**config.mk**
```make
export PLATFORM = sky130hd
export DESIGN_NAME = keypad_to_data_flat
export DESIGN_NICKNAME = d
export VERILOG_FILES = /design/src/rtl/keypad_to_data_if.sv /design/src/rtl/keypad_to_data.sv /design/src/flat_wrapper.sv
export SDC_FILE = /design/constraint.sdc
export NUM_CORES = 1
export LEC_CHECK = 0
export ABC_AREA = 1
export CAP_MARGIN = 15
export CORE_AREA = 2 2 145 147
export DETAILED_ROUTE_END_ITERATION = 10
export DIE_AREA = 0 0 147 149
export PLACE_DENSITY_LB_ADDON = 0.05
export SETUP_SLACK_MARGIN = 0.3
export SYNTH_ARGS = -nofsm -noshare
export SYNTH_HDL_FRONTEND = slang
export SYNTH_SLANG_ARGS = --single-unit
```
**constraint.sdc**
```tcl
create_clock -name Clock -period 15.08 [get_ports Clock]
set_input_delay 2.262 -clock Clock [delete_from_list [all_inputs] [get_ports Clock]]
set_output_delay 2.262 -clock Clock [all_outputs]
set_load 0.01 [all_outputs]
```
**src/rtl/keypad_to_data_if.sv**
```systemverilog
// Keypad-side and host-side signals of keypad_to_data.
// The master modport belongs to the scanner, and the slave modport belongs to the keypad/host model.
interface keypad_to_data_if #(
  parameter int Size = 8
);
  logic [3:0]      Rows;
  logic [3:0]      Columns;
  logic [Size-1:0] Data;
  logic            Valid;
  logic [3:0]      KeyCode;
  logic            KeyStrobe;
  logic            Overflow;
  logic            DebugState;

  // Strobes are single-cycle pulses with no back-pressure: KeyStrobe marks an accepted press,
  // and Valid (coincident with the '#' KeyStrobe) marks a new Data word.
  modport master (input Rows, output Columns, Data, Valid, KeyCode, KeyStrobe, Overflow, DebugState);
  modport slave  (output Rows, input Columns, Data, Valid, KeyCode, KeyStrobe, Overflow, DebugState);
endinterface

```
**src/rtl/keypad_to_data.sv**
```systemverilog
// 4x4 keypad scanner with debounce and decimal entry accumulator.
// Optional macro KEYPAD_BACKSPACE_EN: key B divides the entry by ten and clears Overflow.
module keypad_to_data #(
  parameter int    Size           = 8,
  parameter string Signed         = "Yes",
  parameter int    ClockPeriod_ns = 20,
  parameter int    ScanTime_ns    = 1_000_000,
  parameter int    DebounceScans  = 4
) (
  input logic              Clock,
  input logic              Reset,
  keypad_to_data_if.master bus
);
  localparam int PrescaleRaw = ScanTime_ns / ClockPeriod_ns;
  localparam int Prescale    = (PrescaleRaw < 2) ? 2 : PrescaleRaw;
  localparam int PW          = $clog2(Prescale);
  localparam int AW          = Size + 4;
  localparam bit IsSigned    = (Signed == "Yes");
  localparam logic [AW-1:0] MaxVal = IsSigned ? ((AW'(1) << (Size - 1)) - AW'(1))
                                              : ((AW'(1) << Size) - AW'(1));
  // Key code for each snapshot bit; the bit index is row*4+column, and nibble 0 is row 0 / column 0.
  localparam logic [63:0] KeyMap = 64'hDF0E_C987_B654_A321;

  typedef enum logic {S_IDLE, S_PRESSED} state_t;

  logic [3:0]      r_rows_m, r_rows_s;
  logic [PW-1:0]   r_pre;
  logic [1:0]      r_col;
  logic [15:0]     r_snap;
  state_t          r_state;
  logic [3:0]      r_cnt, r_cand;
  logic [Size-1:0] r_acc, r_data;
  logic            r_sign, r_ovf, r_valid, r_strobe;
  logic [3:0]      r_code;

  logic            w_tick, w_scan_done, w_single, w_event;
  logic [15:0]     w_snap_next, w_pressed;
  logic [4:0]      w_n_keys;
  logic [3:0]      w_idx, w_code, w_cnt_nx, w_cand_nx;
  state_t          w_state_nx;
  logic [AW-1:0]   w_mul;

  assign w_tick      = (r_pre == PW'(Prescale - 1));
  assign w_scan_done = w_tick && (r_col == 2'd3);

  // After the column-3 sample is merged in, the snapshot holds a complete scan.
  always_comb begin
    w_snap_next = r_snap;
    for (int r = 0; r < 4; r++) w_snap_next[{2'(r), r_col}] = r_rows_s[r];
    w_pressed = ~w_snap_next;
    w_n_keys  = '0;
    w_idx     = '0;
    for (int i = 0; i < 16; i++) begin
      if (w_pressed[i]) begin
        w_n_keys = w_n_keys + 5'd1;
        w_idx    = 4'(i);
      end
    end
    w_single = (w_n_keys == 5'd1);
    w_code   = KeyMap[{w_idx, 2'b00} +: 4];
  end

  always_ff @(posedge Clock) begin
    if (Reset) begin
      r_rows_m <= '1;
      r_rows_s <= '1;
      r_pre    <= '0;
      r_col    <= '0;
      r_snap   <= '1;
    end else begin
      r_rows_m <= bus.Rows;
      r_rows_s <= r_rows_m;
      if (w_tick) begin
        r_pre  <= '0;
        r_col  <= r_col + 2'd1;
        r_snap <= w_snap_next;
      end else begin
        r_pre <= r_pre + PW'(1);
      end
    end
  end

  always_ff @(posedge Clock) begin
    if (Reset) begin
      r_state <= S_IDLE;
      r_cnt   <= '0;
      r_cand  <= '0;
    end else begin
      r_state <= w_state_nx;
      r_cnt   <= w_cnt_nx;
      r_cand  <= w_cand_nx;
    end
  end

  // A multi-key scan counts as NONE, so it also counts towards a release.
  always_comb begin
    w_state_nx = r_state;
    w_cnt_nx   = r_cnt;
    w_cand_nx  = r_cand;
    w_event    = 1'b0;
    if (w_scan_done) begin
      case (r_state)
        S_IDLE: begin
          if (w_single) begin
            w_cand_nx = w_code;
            w_cnt_nx  = (w_code == r_cand && r_cnt != 4'd0) ? r_cnt + 4'd1 : 4'd1;
            if (w_cnt_nx == 4'(DebounceScans)) begin
              w_state_nx = S_PRESSED;
              w_cnt_nx   = '0;
              w_event    = 1'b1;
            end
          end else begin
            w_cnt_nx = '0;
          end
        end
        S_PRESSED: begin
          if (!w_single) begin
            w_cnt_nx = r_cnt + 4'd1;
            if (w_cnt_nx == 4'(DebounceScans)) begin
              w_state_nx = S_IDLE;
              w_cnt_nx   = '0;
            end
          end else begin
            w_cnt_nx = '0;
          end
        end
        default: w_state_nx = S_IDLE;
      endcase
    end
  end

  assign w_mul = {4'b0, r_acc} * AW'(10) + AW'(w_code);

  always_ff @(posedge Clock) begin
    if (Reset) begin
      r_acc <= '0; r_sign <= 1'b0; r_ovf <= 1'b0; r_data <= '0;
      r_valid <= 1'b0; r_strobe <= 1'b0; r_code <= '0;
    end else begin
      r_strobe <= w_event;
      r_valid  <= 1'b0;
      // Overflow stays visible for the whole Valid cycle, then drops.
      if (r_valid) r_ovf <= 1'b0;
      if (w_event) begin
        r_code <= w_code;
        if (w_code <= 4'd9) begin
          if (w_mul > MaxVal) begin
            r_acc <= MaxVal[Size-1:0];
            r_ovf <= 1'b1;
          end else begin
            r_acc <= w_mul[Size-1:0];
          end
        end else begin
          case (w_code)
            4'd10: if (IsSigned) r_sign <= ~r_sign;
            4'd14: begin
              r_acc <= '0; r_sign <= 1'b0; r_ovf <= 1'b0;
            end
            4'd15: begin
              r_data  <= r_sign ? (~r_acc + 1'b1) : r_acc;
              r_valid <= 1'b1;
              r_acc   <= '0;
              r_sign  <= 1'b0;
            end
`ifdef KEYPAD_BACKSPACE_EN
            4'd11: begin
              r_acc <= r_acc / Size'(10);
              r_ovf <= 1'b0;
            end
`endif
            default: ;
          endcase
        end
      end
    end
  end

  assign bus.Columns    = ~(4'b0001 << r_col);
  assign bus.Data       = r_data;
  assign bus.Valid      = r_valid;
  assign bus.KeyCode    = r_code;
  assign bus.KeyStrobe  = r_strobe;
  assign bus.Overflow   = r_ovf;
  assign bus.DebugState = (r_state == S_PRESSED);
endmodule

```
**src/flat_wrapper.sv**
```systemverilog
// flat-port wrapper written by rule: the top's interface ports become plain ports
module keypad_to_data_flat 
#(
  parameter int    Size           = 8,
  parameter string Signed         = "   ",
  parameter int    ClockPeriod_ns = 20,
  parameter int    ScanTime_ns    = 1_000_000,
  parameter int    DebounceScans  = 4
)
  (Clock, Reset, bus_Rows, bus_Columns, bus_Data, bus_Valid, bus_KeyCode, bus_KeyStrobe, bus_Overflow, bus_DebugState);
  keypad_to_data_if #(.Size(Size)) bus_i ();
  input logic Clock;
  input logic Reset;
  input wire logic [$bits(bus_i.Rows)-1:0] bus_Rows;
  output wire logic [$bits(bus_i.Columns)-1:0] bus_Columns;
  output wire logic [$bits(bus_i.Data)-1:0] bus_Data;
  output wire logic [$bits(bus_i.Valid)-1:0] bus_Valid;
  output wire logic [$bits(bus_i.KeyCode)-1:0] bus_KeyCode;
  output wire logic [$bits(bus_i.KeyStrobe)-1:0] bus_KeyStrobe;
  output wire logic [$bits(bus_i.Overflow)-1:0] bus_Overflow;
  output wire logic [$bits(bus_i.DebugState)-1:0] bus_DebugState;
  assign bus_i.Rows = bus_Rows;
  assign bus_Columns = bus_i.Columns;
  assign bus_Data = bus_i.Data;
  assign bus_Valid = bus_i.Valid;
  assign bus_KeyCode = bus_i.KeyCode;
  assign bus_KeyStrobe = bus_i.KeyStrobe;
  assign bus_Overflow = bus_i.Overflow;
  assign bus_DebugState = bus_i.DebugState;
  keypad_to_data #(.Size(Size), .Signed(Signed), .ClockPeriod_ns(ClockPeriod_ns), .ScanTime_ns(ScanTime_ns), .DebounceScans(DebounceScans)) u_core (.Clock(Clock), .Reset(Reset), .bus(bus_i));
endmodule
```
* Word level (Yosys, flattened, before mapping)
Index checks and enable logic that the tools add are counted.
Word-level totals: register bits 74, bits of input ports 6, output and inout bits 20, word-level logic and storage cells 138
Cells by class: add/sub/neg operators 19, multiply operators 1, order comparisons 10, eq/ne operators 8, shift-type cells 2, muxes and demuxes 65, bitwise operators 5, reduce and logical (&&, ||, !) cells 14
Operators by type and width (count):
- $mux W5 | 15
- $add A5 B1 Y5 const B | 14
- $bwmux W16 | 4
- $shiftx A64 B7 Y4 const A | 1
- $mux W4 | 13
- $mux W8 | 3
- $mux W1 | 18
- $add A16 B1 Y16 const B | 1
- $eq A16 B16 Y1 const B | 1
- $not A16 Y16 | 1
- $add A12 B4 Y12 | 1
- $gt A12 B8 Y1 const B | 1
- $mux W3 | 4
- $mul A8 B3 Y11 const B | 1
- $lt A4 B5 Y1 const B | 2
- $demux W1 S2 | 4
- $eq A4 B3 Y1 const B | 2
- $eq A4 B4 Y1 const B | 2
- $ge A4 B1 Y1 const B | 2
- $pmux W4 S2 | 1
- $logic_and A1 B1 Y1 | 6
- $reduce_and A3 Y1 | 2
- $eq A5 B1 Y1 const B | 1
- $lt A2 B5 Y1 const B | 1
- other kinds (19) | 23

* Logic depth before layout (Yosys ltp)
depth in word-level cells 46, depth in mapped cells 63, depth with buffers taken out 63

* Least setup slack after synthesis
No wires, ideal clock.
path type flip-flop to flip-flop, start point register u_core.r_col[0], end point register u_core.r_data[0], in the netlist u_core.bus.Data[0], library setup time 0.113 ns, arrival time 9.933 ns, required time 14.967 ns, slack 5.034 ns, cell stages (with the launch flop) 62, path buffers 1, period minus slack after synthesis 10.046 ns, path through dfxtp_1 inv_1 ha_1 inv_2 nand2_1 nand2_1 ha_1 inv_1 nand3_2 nand2_1 ha_1 or2_1 and2_2 ha_1 nand2_1 nand2_1 ha_1 or2_2 [... 26 more ...] inv_1 ha_1 nand2_1 nand2_1 ha_1 o21ai_0 inv_1 ha_1 or2_2 nand2_1 inv_2 a21oi_2 nand4_4 nor2_4 buf_6 nand4_1 nand2_1 nor2_1
On the way: word-level cells in the longest chain between the ends 45, elaborated cells between the ends (all ways) 87, those cells by class add/sub: 15; order compare: 9; eq/ne: 5; shift: 1; mux: 48; bitwise: 2; reduce/logical: 7
Ends and longest elaborated chain:
- start, declared | RTL line keypad_to_data.sv:28 | logic [1:0] r_col;
- start signal, assigned | RTL line keypad_to_data.sv:75 | r_col <= r_col + 2'd1;
- $lt A2 B5 Y1 (not written as such) / $ge A2 B1 Y1 (equally long branches) | RTL line keypad_to_data.sv:49 | for (int r = 0; r < 4; r++) w_snap_next[{2'(r), r_col}] = r_rows_s[r];
- $logic_and A1 B1 Y1 (not written as such) | RTL line keypad_to_data.sv:49
- $mux W1 (not written as such) | RTL line keypad_to_data.sv:49
- $demux W1 S2
- $bwmux W16 (4 in a row) | RTL line keypad_to_data.sv:49
- $not A16 Y16 | RTL line keypad_to_data.sv:50 | w_pressed = ~w_snap_next;
- $mux W1 | RTL line keypad_to_data.sv:54 | if (w_pressed[i]) begin
- $add A1 B1 Y2 | RTL line keypad_to_data.sv:55 | w_n_keys = w_n_keys + 5'd1;
- [... 26 more ...]
- $mux W5 | RTL line keypad_to_data.sv:54
- $add A5 B1 Y5 | RTL line keypad_to_data.sv:55
- $mux W5 | RTL line keypad_to_data.sv:54
- $eq A5 B1 Y1 | RTL line keypad_to_data.sv:59 | w_single = (w_n_keys == 5'd1);
- $mux W1 | RTL line keypad_to_data.sv:104 | if (w_single) begin
- $mux W1 | RTL line keypad_to_data.sv:102 | case (r_state)
- $mux W1 | RTL line keypad_to_data.sv:101 | if (w_scan_done) begin
- $reduce_and A3 Y1 (no source line) (*)
- end signal, assigned | RTL line keypad_to_data.sv:159 | r_data <= r_sign ? (~r_acc + 1'b1) : r_acc;
- end, declared | RTL line keypad_to_data.sv:32 | logic [Size-1:0] r_acc, r_data;
Every way passes the cells marked *; elsewhere a longest branch is shown, timed or not. A chain may end at the register's enable or synchronous reset.

* Worst setup path after layout
start point register u_core.r_col[0], end point register u_core.r_acc[6]
On the way: word-level cells in the longest chain between the ends 45, elaborated cells between the ends (all ways) 93, those cells by class add/sub: 16; order compare: 10; eq/ne: 6; shift: 1; mux: 50; bitwise: 1; reduce/logical: 9
Ends and longest elaborated chain:
- $lt A2 B5 Y1 (not written as such) / $ge A2 B1 Y1 (equally long branches) | RTL line keypad_to_data.sv:49
- $logic_and A1 B1 Y1 (not written as such) | RTL line keypad_to_data.sv:49
- $mux W1 (not written as such) | RTL line keypad_to_data.sv:49
- $demux W1 S2
- $bwmux W16 (4 in a row) | RTL line keypad_to_data.sv:49
- $not A16 Y16 | RTL line keypad_to_data.sv:50
- $mux W1 | RTL line keypad_to_data.sv:54
- $add A1 B1 Y2 | RTL line keypad_to_data.sv:55
- [... 26 more ...]
- $mux W5 | RTL line keypad_to_data.sv:54
- $add A5 B1 Y5 | RTL line keypad_to_data.sv:55
- $mux W5 | RTL line keypad_to_data.sv:54
- $eq A5 B1 Y1 | RTL line keypad_to_data.sv:59
- $mux W1 | RTL line keypad_to_data.sv:104
- $mux W1 | RTL line keypad_to_data.sv:102
- $mux W1 | RTL line keypad_to_data.sv:101
- $reduce_and A2 Y1 (no source line)
- end signal, assigned | RTL line keypad_to_data.sv:147 | r_acc <= MaxVal[Size-1:0];
- end signal, assigned | RTL line keypad_to_data.sv:150 | r_acc <= w_mul[Size-1:0];
- end, declared | RTL line keypad_to_data.sv:32
Several ways; a longest one is shown, not always the timed one.

==> metrics.log <==
[metrics] post-synthesis area per instance: 6.363 um2
[metrics] Boundary Pins: 26
[metrics] kind of end point of the critical path: flop
[metrics] detail-routed via count per cell: 4.433
[metrics] end of the critical path: u_core.r_acc[6]
[metrics] post-placement cell area: 6584 um2
[metrics] wirelength, routed: 14970 um
[metrics] Hold Path Class: flop to flop
[metrics] Chip Width: 147 um
[metrics] count of input and output buffers: 25
[metrics] Max-Slew Margin vs Limit: 0.4375
[metrics] total of flip-flops plus latches after synthesis: 74
[metrics] leading cell types by total area after synthesis: sky130_fd_sc_hd__dfxtp_1, sky130_fd_sc_hd__nand2_1, sky130_fd_sc_hd__ha_1, sky130_fd_sc_hd__inv_1, sky130_fd_sc_hd__nor2_1
[metrics] clock network latency to the later pin of the worst-skew pair: 0.35 ns
[metrics] half-perimeter wire length after placement: 11720 um
[metrics] PostCTS Resize Cnt: 0
[metrics] run status: completed
[metrics] Max Transition Viols Final: 0
[metrics] area of the die: 21900 um2
[metrics] final RePlAce weighted congestion: 0.7646
[metrics] Inserted Clock Buffers: 9
[metrics] most used flip-flop cell after synthesis: sky130_fd_sc_hd__dfxtp_1
[metrics] final worst slack: 4.091 ns
[metrics] Max Clk Rate: 91.00 MHz
[metrics] via count of the first global-routing pass: 5555
[metrics] instance count of the mapped netlist: 950
[metrics] ANT nets after route: 0
[metrics] first-pass GRT wire length: 26570 um
[metrics] share of synthesized flip-flops with an asynchronous set or reset: 0
[metrics] fill cell instance count of the final layout: 2309
[metrics] DR DRC count: 0
[metrics] share of layout cells above drive strength 1: 0.1388
[metrics] clock root buffer: sky130_fd_sc_hd__clkbuf_16
[metrics] Via Count: 5563
[metrics] area leader, netlist: sky130_fd_sc_hd__dfxtp_1
[metrics] number of antenna violations at the first check in global routing: 0
[metrics] Register-to-Register Path Depth: 60
[metrics] source of the worst register-to-register timing path: u_core.r_col[0]
[metrics] highest-delay cell along the critical path: sky130_fd_sc_hd__nor2_4
[metrics] detailed-router iteration count before antenna repair: 4
[metrics] area growth from synthesis to layout: 14.20%
[metrics] required time reported for the critical path endpoint: 15.32 ns
[metrics] number of levels in the clock H-tree: 3
[metrics] setup repair bufs after CTS: 0
[metrics] crit-path most repeated cell: sky130_fd_sc_hd__nand2_1
[metrics] top cell type's share of synthesized area: 0.2451
[metrics] GRT Util Overall: 0.1477
[metrics] largest net degree at the start of global routing: 37
[metrics] total power density per cell area: 67.42 nW/um2
[metrics] mapped cell area: 6045 um2
[metrics] launch point of the critical path: u_core.r_col[0]
[metrics] Post-Route Setup TNS: 0 ns
[metrics] category of the worst setup path launch point: flop
[metrics] Initial Utilization: 0.2940
[metrics] min cycle time layout: 10.99 ns
[metrics] number of warnings issued by yosys: 0
[metrics] Syn Nets: 1000
[metrics] IR Drop Worst-Case VDD: 32.67 uV
[metrics] worst slack at placement: 4.052 ns
[metrics] final instance area: 6903 um2
[metrics] # placed instances: 1239
[metrics] routed length per placed instance: 11.93 um
[metrics] classification of the worst setup path: flop to flop
[metrics] total inserted antenna cells: 0
[metrics] EDFF count, synth: 0
[metrics] violation count after the first detailed-routing iteration: 152
[metrics] clock net sink count: 74
[metrics] sequential element share of the synthesized area: 0.2451
[metrics] Worst-Margin Slew: 0.8428 ns
[metrics] critical path's largest stage delay: 0.44 ns
[metrics] post-route fraction of the period consumed by the critical path: 0.7287
[metrics] post-layout instance count excluding filler cells: 1255
[metrics] total number of nets in the final design: 1025
[metrics] clock tree from TritonCTS: yes
[metrics] highest fanout seen on the critical path: 20
[metrics] Final setup viols: 0
[metrics] Clock Path Buffers: 2
[metrics] Hold Vio Cnt, Final: 0
[metrics] number of cell rows: 53
[metrics] terminus of the critical flop-to-flop path: u_core.r_acc[6]
[metrics] total leakage power: 3.294 nW
[metrics] Clk pin slew, worst setup/hold paths: 0.06 ns
[metrics] number of violations of the max-capacitance limit: 0
[metrics] area of the placeable core: 20560 um2
[metrics] unrepaired setup endpoints after global routing: no
[metrics] Die Span Y: 149 um
[metrics] FF-to-FF setup slack: 4.09 ns
[metrics] arrival time of the worst setup path: 11.23 ns
[metrics] hold buffers post-CTS: 0
[metrics] Setup Skew: 0.007149 ns
[metrics] library cells used by synthesis: 47
[metrics] final core utilization: 0.3358
[metrics] grt ovf: 0
## worst max-delay path: cells and delay by family, from the launching register on
family / cells / cell delay [ns]
buffers and inverters: 11 / 0.82
AND/OR/NAND/NOR: 31 / 4.98
AO/OA/AOI/OAI: 3 / 0.61
adder cells (fa/ha/maj): 15 / 4.11
flip-flops: 1 / 0.33
## registers in the layout (all words and copies together), names as in the netlist
| name | cells |
|---|---|
| u_core.r_pre | 16 |
| u_core.r_snap | 16 |
| u_core.bus.Data | 8 |
| u_core.r_acc | 8 |
| u_core.bus.KeyCode | 4 |
| u_core.r_cand | 4 |
| u_core.r_cnt | 4 |
| u_core.r_rows_m | 4 |
| u_core.r_rows_s | 4 |
| u_core.r_col | 2 |
| u_core.bus.DebugState | 1 |
| u_core.bus.KeyStrobe | 1 |
| u_core.bus.Overflow | 1 |
| u_core.bus.Valid | 1 |
## synthesized netlist by cell type (2+ instances only)
library cell,instances
sky130_fd_sc_hd__o21ai_0,37
sky130_fd_sc_hd__nand2_2,39
sky130_fd_sc_hd__nor3_1,11
sky130_fd_sc_hd__nor2_1,104
sky130_fd_sc_hd__buf_6,3
sky130_fd_sc_hd__or2_2,15
sky130_fd_sc_hd__inv_2,19
sky130_fd_sc_hd__nand3_4,2
sky130_fd_sc_hd__dfxtp_1,74
sky130_fd_sc_hd__buf_1,3
sky130_fd_sc_hd__a21oi_1,44
sky130_fd_sc_hd__buf_2,2
sky130_fd_sc_hd__nand2_4,6
sky130_fd_sc_hd__nand3_1,57
sky130_fd_sc_hd__inv_1,134
sky130_fd_sc_hd__nor4_1,5
sky130_fd_sc_hd__ha_1,42
sky130_fd_sc_hd__nand2_1,249
sky130_fd_sc_hd__nor3_2,2
sky130_fd_sc_hd__nand3_2,18
sky130_fd_sc_hd__o211ai_1,2
sky130_fd_sc_hd__nor2_2,3
sky130_fd_sc_hd__clkbuf_1,6
sky130_fd_sc_hd__o21ai_1,5
sky130_fd_sc_hd__a31oi_1,2
sky130_fd_sc_hd__a21oi_2,2
sky130_fd_sc_hd__xnor2_1,3
sky130_fd_sc_hd__xor2_1,5
sky130_fd_sc_hd__clkinv_1,4
sky130_fd_sc_hd__nand4_4,2
sky130_fd_sc_hd__nand4_1,24
sky130_fd_sc_hd__fa_1,2
sky130_fd_sc_hd__nand3b_1,4
sky130_fd_sc_hd__nor2_4,7
## layout make-up
class / instances / area [um2] / area share
repair buffers: 28 / 272.8 / 0.03951
inverters: 157 / 589.3 / 0.08537
well taps: 275 / 344.1 / 0.04985
flip-flops and latches: 74 / 1481 / 0.2146
clock inverters: 6 / 90.09 / 0.01305
multi-input cells: 705 / 3896 / 0.5644
clock buffers: 10 / 229.0 / 0.03317
## layout by cell type, fill, tap and decap left out, drive strengths merged, types with 25 or more instances in the layout
cell,count
inv,154
ha,42
dfxtp,74
nor2,115
o21ai,42
nand2,294
clkdlybuf4s50,25
nand3,77
a21oi,46
nand4,26
## kinds of logic after synthesis
| family | share of synthesized area |
|---|---|
| AND/OR/NAND/NOR | 0.4510 |
| buffers and inverters | 0.1103 |
| AO/OA/AOI/OAI | 0.08839 |
| flip-flops | 0.2451 |
| adder cells (fa/ha/maj) | 0.09356 |
| XOR/XNOR | 0.01159 |
## power breakdown
group	switching, mW	internal (mW)
Sequential	0.00112	0.197
Clock	0.0903	0.146
Combinational	0.0211	0.0102
Total	0.112	0.353
## worst min path at each step
| stage | slack [ns] | depth (start not counted) | endpoint | startpoint |
|---|---|---|---|---|
| global route | 0.44 | 1 | u_core.r_rows_s[0] | u_core.r_rows_m[0] |
| floorplan | 0.39 | 1 | u_core.r_rows_s[0] | u_core.r_rows_m[0] |
| detailed placement | 0.41 | 1 | u_core.r_rows_s[2] | u_core.r_rows_m[2] |
| CTS | 0.42 | 1 | u_core.r_rows_s[0] | u_core.r_rows_m[0] |
| finish | 0.42 | 1 | u_core.r_rows_s[0] | u_core.r_rows_m[0] |
| global placement | 0.40 | 1 | u_core.r_rows_s[2] | u_core.r_rows_m[2] |
## stage by stage
step / power, mW / hold WS [ns]
after global routing: 0.4869 / 0.4363
after global placement: 0.2348 / 0.3971
after floorplan: 0.2268 / 0.3895
after CTS: 0.4749 / 0.4227
final: 0.4654 / 0.4151
after detailed placement: 0.2346 / 0.4108
## layer usage
layer	GRT usage	vias to the layer above	routed length (um)
met5	0	-	0
met2	0.2427	38	6597
met4	0.04423	0	214
met1	0.2021	2438	7893
met3	0.02080	16	268
li1	-	3071	-
(Power assumes the default switching activity.)
